==> config.mk <==
export PLATFORM = sky130hd
export DESIGN_NAME = spi_fpga_slave_sync
export DESIGN_NICKNAME = d
export VERILOG_FILES = /design/src/rtl/spi_fpga_slave_sync.sv
export SDC_FILE = /design/constraint.sdc
export NUM_CORES = 1
export LEC_CHECK = 0
export ABC_CLOCK_PERIOD_IN_PS = 2000
export BUFFER_PORTS_ARGS = -buffer_cell sky130_fd_sc_hd__clkbuf_2
export CAP_MARGIN = 25
export CORE_MARGIN = 10
export CORE_UTILIZATION = 40
export CTS_BUF_LIST = sky130_fd_sc_hd__clkbuf_16
export CTS_CLUSTER_DIAMETER = 60
export DETAILED_ROUTE_END_ITERATION = 10
export PLACE_DENSITY = 0.6
export SLEW_MARGIN = 40
export SYNTH_ARGS = -nofsm -noshare
export SYNTH_HDL_FRONTEND = slang
export SYNTH_SLANG_ARGS = --single-unit
==> constraint.sdc <==
create_clock -name IN_CLOCK -period 2 [get_ports IN_CLOCK]
set_input_delay 0.5 -clock IN_CLOCK [delete_from_list [all_inputs] [get_ports IN_CLOCK]]
set_output_delay 0.5 -clock IN_CLOCK [all_outputs]
set_load 0.02 [all_outputs]
==> src/rtl/spi_fpga_slave_sync.sv <==
// SPI slave clocked entirely by IN_CLOCK: SCLK/CS/MOSI are synchronized and
// edge-detected; a one-deep holding register feeds the transmit shifter.
module spi_fpga_slave_sync #(
   parameter int   PACK_LENGTH                = 8,
   parameter logic CPOL                       = 1'b0,
   parameter logic CPHA                       = 1'b1,
   parameter int   PACK_BIT_SEQUENCE_TRANSMIT = 1,
   parameter int   PACK_BIT_SEQUENCE_RECEIVE  = 1
) (
   input  logic                   IN_CLOCK,
   input  logic                   IN_RESET_N,
   input  logic [PACK_LENGTH-1:0] IN_TRANSMIT_DATA,
   input  logic                   IN_TRANSMIT_VALID,
   output logic                   OUT_TRANSMIT_READY,
   input  logic                   IN_SCLK,
   input  logic                   IN_CS,
   input  logic                   IN_MOSI,
   output logic                   OUT_MISO,
   output logic [PACK_LENGTH-1:0] OUT_RECEIVE_DATA,
   output logic                   OUT_RECEIVE_VALID,
   output logic                   OUT_BUSY
);

   localparam int   CW     = $clog2(PACK_LENGTH + 1);
   localparam logic TX_MSB = (PACK_BIT_SEQUENCE_TRANSMIT != 0);
   localparam logic RX_MSB = (PACK_BIT_SEQUENCE_RECEIVE != 0);

   typedef enum logic [1:0] {IDLE, LOAD, SHIFT} state_t;
   state_t state, state_nx;

   logic [1:0]             sclk_sync, cs_sync, mosi_sync, settle;
   logic                   sclk_prev, cs_prev, armed;
   logic                   sclk_s, cs_s, mosi_s;
   logic                   lead_edge, trail_edge, sample_edge, shift_edge, cs_fall;
   logic                   do_load, do_sample, do_shift, pack_done, handshake;
   logic [CW-1:0]          cnt;
   logic [PACK_LENGTH-1:0] hold_data, tx_sr, rx_sr, rx_next, load_word, rx_data_q;
   logic                   hold_full, miso_q, rx_valid_q;

   function automatic logic tx_bit(input logic [PACK_LENGTH-1:0] w);
      return TX_MSB ? w[PACK_LENGTH-1] : w[0];
   endfunction

   function automatic logic [PACK_LENGTH-1:0] tx_shift(input logic [PACK_LENGTH-1:0] w);
      return TX_MSB ? (w << 1) : (w >> 1);
   endfunction

   assign sclk_s = sclk_sync[1];
   assign cs_s   = cs_sync[1];
   assign mosi_s = mosi_sync[1];

   // armed blocks a false CS fall while the synchronizer flushes its reset value
   always_ff @(posedge IN_CLOCK or negedge IN_RESET_N) begin
      if (!IN_RESET_N) begin
         sclk_sync <= {2{CPOL}};
         cs_sync   <= 2'b11;
         mosi_sync <= 2'b00;
         sclk_prev <= CPOL;
         cs_prev   <= 1'b1;
         settle    <= 2'b00;
         armed     <= 1'b0;
      end else begin
         sclk_sync <= {sclk_sync[0], IN_SCLK};
         cs_sync   <= {cs_sync[0], IN_CS};
         mosi_sync <= {mosi_sync[0], IN_MOSI};
         sclk_prev <= sclk_s;
         cs_prev   <= cs_s;
         settle    <= {settle[0], 1'b1};
         armed     <= armed | (settle[1] & cs_s);
      end
   end

   assign lead_edge   = CPOL ? (sclk_prev & ~sclk_s) : (~sclk_prev & sclk_s);
   assign trail_edge  = CPOL ? (~sclk_prev & sclk_s) : (sclk_prev & ~sclk_s);
   assign sample_edge = CPHA ? trail_edge : lead_edge;
   assign shift_edge  = CPHA ? lead_edge : trail_edge;
   assign cs_fall     = armed & cs_prev & ~cs_s;

   // CPHA=0: the trailing edge right after the last sample belongs to the old pack
   assign do_load   = (state == LOAD) & ~cs_s;
   assign do_sample = (state == SHIFT) & ~cs_s & sample_edge;
   assign do_shift  = (state == SHIFT) & ~cs_s & shift_edge & (CPHA | (cnt != '0));
   assign pack_done = do_sample & (cnt == CW'(PACK_LENGTH - 1));
   assign handshake = IN_TRANSMIT_VALID & ~hold_full;
   assign load_word = handshake ? IN_TRANSMIT_DATA : (hold_full ? hold_data : '0);
   assign rx_next   = RX_MSB ? {rx_sr[PACK_LENGTH-2:0], mosi_s}
                             : {mosi_s, rx_sr[PACK_LENGTH-1:1]};

   always_ff @(posedge IN_CLOCK or negedge IN_RESET_N) begin
      if (!IN_RESET_N) state <= IDLE;
      else             state <= state_nx;
   end

   always_comb begin
      state_nx = state;
      case (state)
         IDLE:    if (cs_fall) state_nx = LOAD;
         LOAD:    state_nx = SHIFT;
         SHIFT:   if (pack_done) state_nx = LOAD;
         default: state_nx = IDLE;
      endcase
      if (cs_s) state_nx = IDLE;
   end

   always_ff @(posedge IN_CLOCK or negedge IN_RESET_N) begin
      if (!IN_RESET_N) begin
         hold_full <= 1'b0;
         hold_data <= '0;
      end else if (do_load) begin
         hold_full <= 1'b0;
      end else if (handshake) begin
         hold_full <= 1'b1;
         hold_data <= IN_TRANSMIT_DATA;
      end
   end

   always_ff @(posedge IN_CLOCK or negedge IN_RESET_N) begin
      if (!IN_RESET_N) begin
         tx_sr  <= '0;
         miso_q <= 1'b0;
      end else if (state == IDLE) begin
         miso_q <= 1'b0;
      end else if (do_load) begin
         if (!CPHA) begin
            miso_q <= tx_bit(load_word);
            tx_sr  <= tx_shift(load_word);
         end else begin
            tx_sr  <= load_word;
         end
      end else if (do_shift) begin
         miso_q <= tx_bit(tx_sr);
         tx_sr  <= tx_shift(tx_sr);
      end
   end

   always_ff @(posedge IN_CLOCK or negedge IN_RESET_N) begin
      if (!IN_RESET_N) begin
         cnt        <= '0;
         rx_sr      <= '0;
         rx_data_q  <= '0;
         rx_valid_q <= 1'b0;
      end else begin
         rx_valid_q <= pack_done;
         if (pack_done) rx_data_q <= rx_next;
         if (cs_s || state == IDLE) begin
            cnt <= '0;
         end else if (do_sample) begin
            rx_sr <= rx_next;
            cnt   <= pack_done ? '0 : cnt + CW'(1);
         end
      end
   end

   assign OUT_TRANSMIT_READY = ~hold_full;
   assign OUT_MISO           = (state != IDLE) & miso_q;
   assign OUT_RECEIVE_DATA   = rx_data_q;
   assign OUT_RECEIVE_VALID  = rx_valid_q;
   assign OUT_BUSY           = (state != IDLE);

endmodule

==> impl_metrics.env <==
export IMPL_layoutNonFillerInstCount=254
export IMPL_path_class="reg -> out"
export IMPL_dieArea_um2=8480
export IMPL_die_w_um=92.1
export IMPL_synth_area_per_cell_um2=13.6
export IMPL_port_buffers=25
export IMPL_p_per_area_nw_per_um2=982
export IMPL_post_cts_buffers=0
export IMPL_cts_buffers=5
export IMPL_vias=1281
export IMPL_area_growth_syn_to_layout_pct=17.8
export IMPL_cap_violations=0
export IMPL_syn_num_nets=168
export IMPL_final_core_util=0.482
export IMPL_power_frac_seq=0.539
export IMPL_first_pass_iters=4
export IMPL_grt_util_all_layers=0.0926
export IMPL_initial_utilization=0.409
export IMPL_place_gp_congestion=0.818
export IMPL_syn_inst=153
export IMPL_nNetsFinal=198
export IMPL_syn_cell_area_um2=2080
export IMPL_synth_top_area_cell="dfrtp_1"
export IMPL_startpoint_type="flop"
export IMPL_r2r_slack_ps=280
export IMPL_wl_um=3740
export IMPL_cts_resized=0
export IMPL_ys_seq_area_frac=0.616
export IMPL_sw_frac_of_total=0.241
export IMPL_fmax_ghz=0.530
export IMPL_crit_chain="or2_2 -> and2_1 -> clkbuf_2"
export IMPL_finalSetupTns_ps=0
export IMPL_grt_pass1_wl_um=6330
export IMPL_wire_per_inst_um=14.7
export IMPL_ys_types=39
export IMPL_fillers=471
export IMPL_r2r_cells=3
export IMPL_antenna_found_initial=0
export IMPL_layout_setup_ws_ps=111
export IMPL_chipHeight_um=92.1
export IMPL_root_buffer="clkbuf_16"
export IMPL_period_share=0.944
export IMPL_cts_buffer_depth=2
export IMPL_clkPwrFrac=0.337
export IMPL_vdd_drop_max_v=0.000537
export IMPL_multi_input_area_um2=753
export IMPL_rows=26
export IMPL_combinationalPowerShare=0.124
export IMPL_rr_endpoint="tx_sr[3]"
export IMPL_regArea_um2=1280
export IMPL_worstPathMaxFanout=7
export IMPL_setup_viol=0
export IMPL_worst_hold_slack_ps=199
export IMPL_fin_worst_skew_ps=8.05
export IMPL_yosysTopAreaCellShare=0.578
export IMPL_timing_final_crit_period_ps=1890
export IMPL_hold_buffers=0
export IMPL_critPathRequiredTime_ps=1500
export IMPL_drv_slew=0
export IMPL_grt_overflow_total=0
export IMPL_ios=26
export IMPL_ys_top_cells_by_area="dfrtp_1 (58%), mux2_2 (13%), dfstp_2 (3.8%)"
export IMPL_core_area_um2=5070
export IMPL_final_common_cell="dfrtp_1"
export IMPL_h_tree_depth=2
export IMPL_internal_power_mw=1.82
export IMPL_viasPerCell=5.04
export IMPL_critPathCaptureType="output pin"
export IMPL_worstSkewPairLatency_ps=290
export IMPL_insertedDiodeCount=0
export IMPL_status="finished clean"
export IMPL_yosys_register_bits=51
export IMPL_hold_viol=0
export IMPL_clk_pin_slew_ps=60
export IMPL_cpPeakStageDelay_ps=420
export IMPL_hpwl_um=2700
export IMPL_grt_pass1_vias=1316
export IMPL_drc=0
export IMPL_hp_class="in -> async"
export IMPL_p_switching_uw=579
export IMPL_reg2reg_from="state[0]"
export IMPL_pre_cts_ws_ps=213
export IMPL_layout_common_cells="dfrtp_1 (48), clkbuf_2 (25), mux2_2 (24)"
export IMPL_layout_drive_gt1_share=0.375
export IMPL_p_leak_nw=1.17
export IMPL_dr_first_iter_drc_count=41
export IMPL_placedCellCount=246
export IMPL_cts_tree="built"
export IMPL_grt_setup_unrepaired="no"
export IMPL_yosysWarnings=0
export IMPL_detail_route_antenna_nets=0
export IMPL_crit_arrival_ps=1390
export IMPL_crit_slowest_cell="dfrtp_1"
export IMPL_grt_max_degree=52
export IMPL_cts_sinks=51
power groups by stage:
stage | combinational [mW] | clock [mW] | sequential (mW)
CTS | 0.303 | 0.832 | 1.30
finish | 0.298 | 0.810 | 1.30
detailed placement | 0.303 | 0 | 1.31
global placement | 0.291 | 0 | 1.31
floorplan | 0.224 | 0 | 1.28
global route | 0.333 | 0.876 | 1.32
worst max-delay path by stage:
stage | from | end | slack (ps) | cells after the start
after detailed placement | IN_TRANSMIT_VALID | hold_data[7] | 210 | 4
final | state[1] | OUT_MISO | 110 | 3
after CTS | state[0] | OUT_MISO | 90 | 3
after global routing | state[1] | OUT_MISO | 40 | 3
after floorplan | IN_TRANSMIT_VALID | hold_data[0] | 330 | 5
after global placement | state[0] | tx_sr[2] | 300 | 3
logic make-up (layout without fill, tap and decap cells):
group,count (synthesis),in the layout,share of synthesized area
AO/OA/AOI/OAI,27,27,0.106
adder cells (fa/ha/maj),1,1,0.00602
buffers and inverters,11,42,0.0211
flip-flops,51,51,0.616
multiplexers,25,25,0.135
other,1,1,0.00181
AND/OR/NAND/NOR,37,37,0.114
critical path: cells and delay by family, from the launching register on:
| kind | cells | cell delay (ps) |
|---|---|---|
| simple gates | 2 | 520 |
| flops | 1 | 420 |
| buf+inv | 1 | 160 |
area by class of cell:
class | count | share of cell area
Clock inverter | 3 | 0.00613
Timing Repair Buffer | 29 | 0.0685
Inverter | 5 | 0.00767
Sequential cell | 51 | 0.523
Clock buffer | 5 | 0.0511
Tap cell | 70 | 0.0358
Multi-Input combinational cell | 91 | 0.308
cells in the mapped netlist:
| cell | instances |
|---|---|
| a21o_1 | 1 |
| nand3_1 | 2 |
| nor3b_2 | 1 |
| and3_1 | 1 |
| nor2_1 | 1 |
| a221o_1 | 6 |
| a22oi_1 | 1 |
| and2_1 | 2 |
| nand4_1 | 1 |
| clkbuf_1 | 4 |
| o31ai_1 | 1 |
| a221oi_1 | 2 |
| and3b_1 | 1 |
| a21bo_2 | 1 |
| or2_2 | 1 |
| o21ba_2 | 1 |
| or3b_1 | 2 |
| dfrtp_1 | 48 |
| nand2_1 | 11 |
| o21a_1 | 1 |
| a211oi_1 | 1 |
| mux2i_1 | 1 |
| ha_1 | 1 |
| conb_1 | 1 |
| nor4_1 | 1 |
| o311ai_1 | 1 |
| inv_1 | 5 |
| o22ai_1 | 1 |
| mux2_2 | 24 |
| nand3b_1 | 8 |
| nand3_2 | 1 |
| buf_2 | 2 |
| o211ai_1 | 3 |
| nor3_4 | 1 |
| nand2b_1 | 1 |
| dfstp_2 | 3 |
| o31a_4 | 1 |
| nor2b_1 | 2 |
| a21oi_1 | 6 |
through the flow:
stage                     power (mW)  area (µm²)
after floorplan                 1.51        2080
after CTS                       2.43        2450
after detailed placement        1.62        2310
after global routing            2.53        2450
final                           2.40        2450
after global placement          1.60        2310
flip-flops by register name (all words and copies together), names as in the netlist:
name               count
sclk_sync              2
state                  2
hold_data              8
OUT_RECEIVE_DATA       8
tx_sr                  8
miso_q                 1
hold_full              1
cs_sync                2
settle                 2
mosi_sync              2
cs_prev                1
armed                  1
OUT_RECEIVE_VALID      1
cnt                    4
sclk_prev              1
rx_sr                  7
layer usage:
| layer | track usage | vias to the layer above | wire [µm] |
|---|---|---|---|
| li1 | - | 616 | - |
| met4 | 0.0347 | 0 | 53 |
| met1 | 0.113 | 628 | 1750 |
| met3 | 0.0489 | 7 | 278 |
| met2 | 0.135 | 30 | 1650 |
| met5 | 0 | - | 0 |
Power figures use the tool's default switching activity.
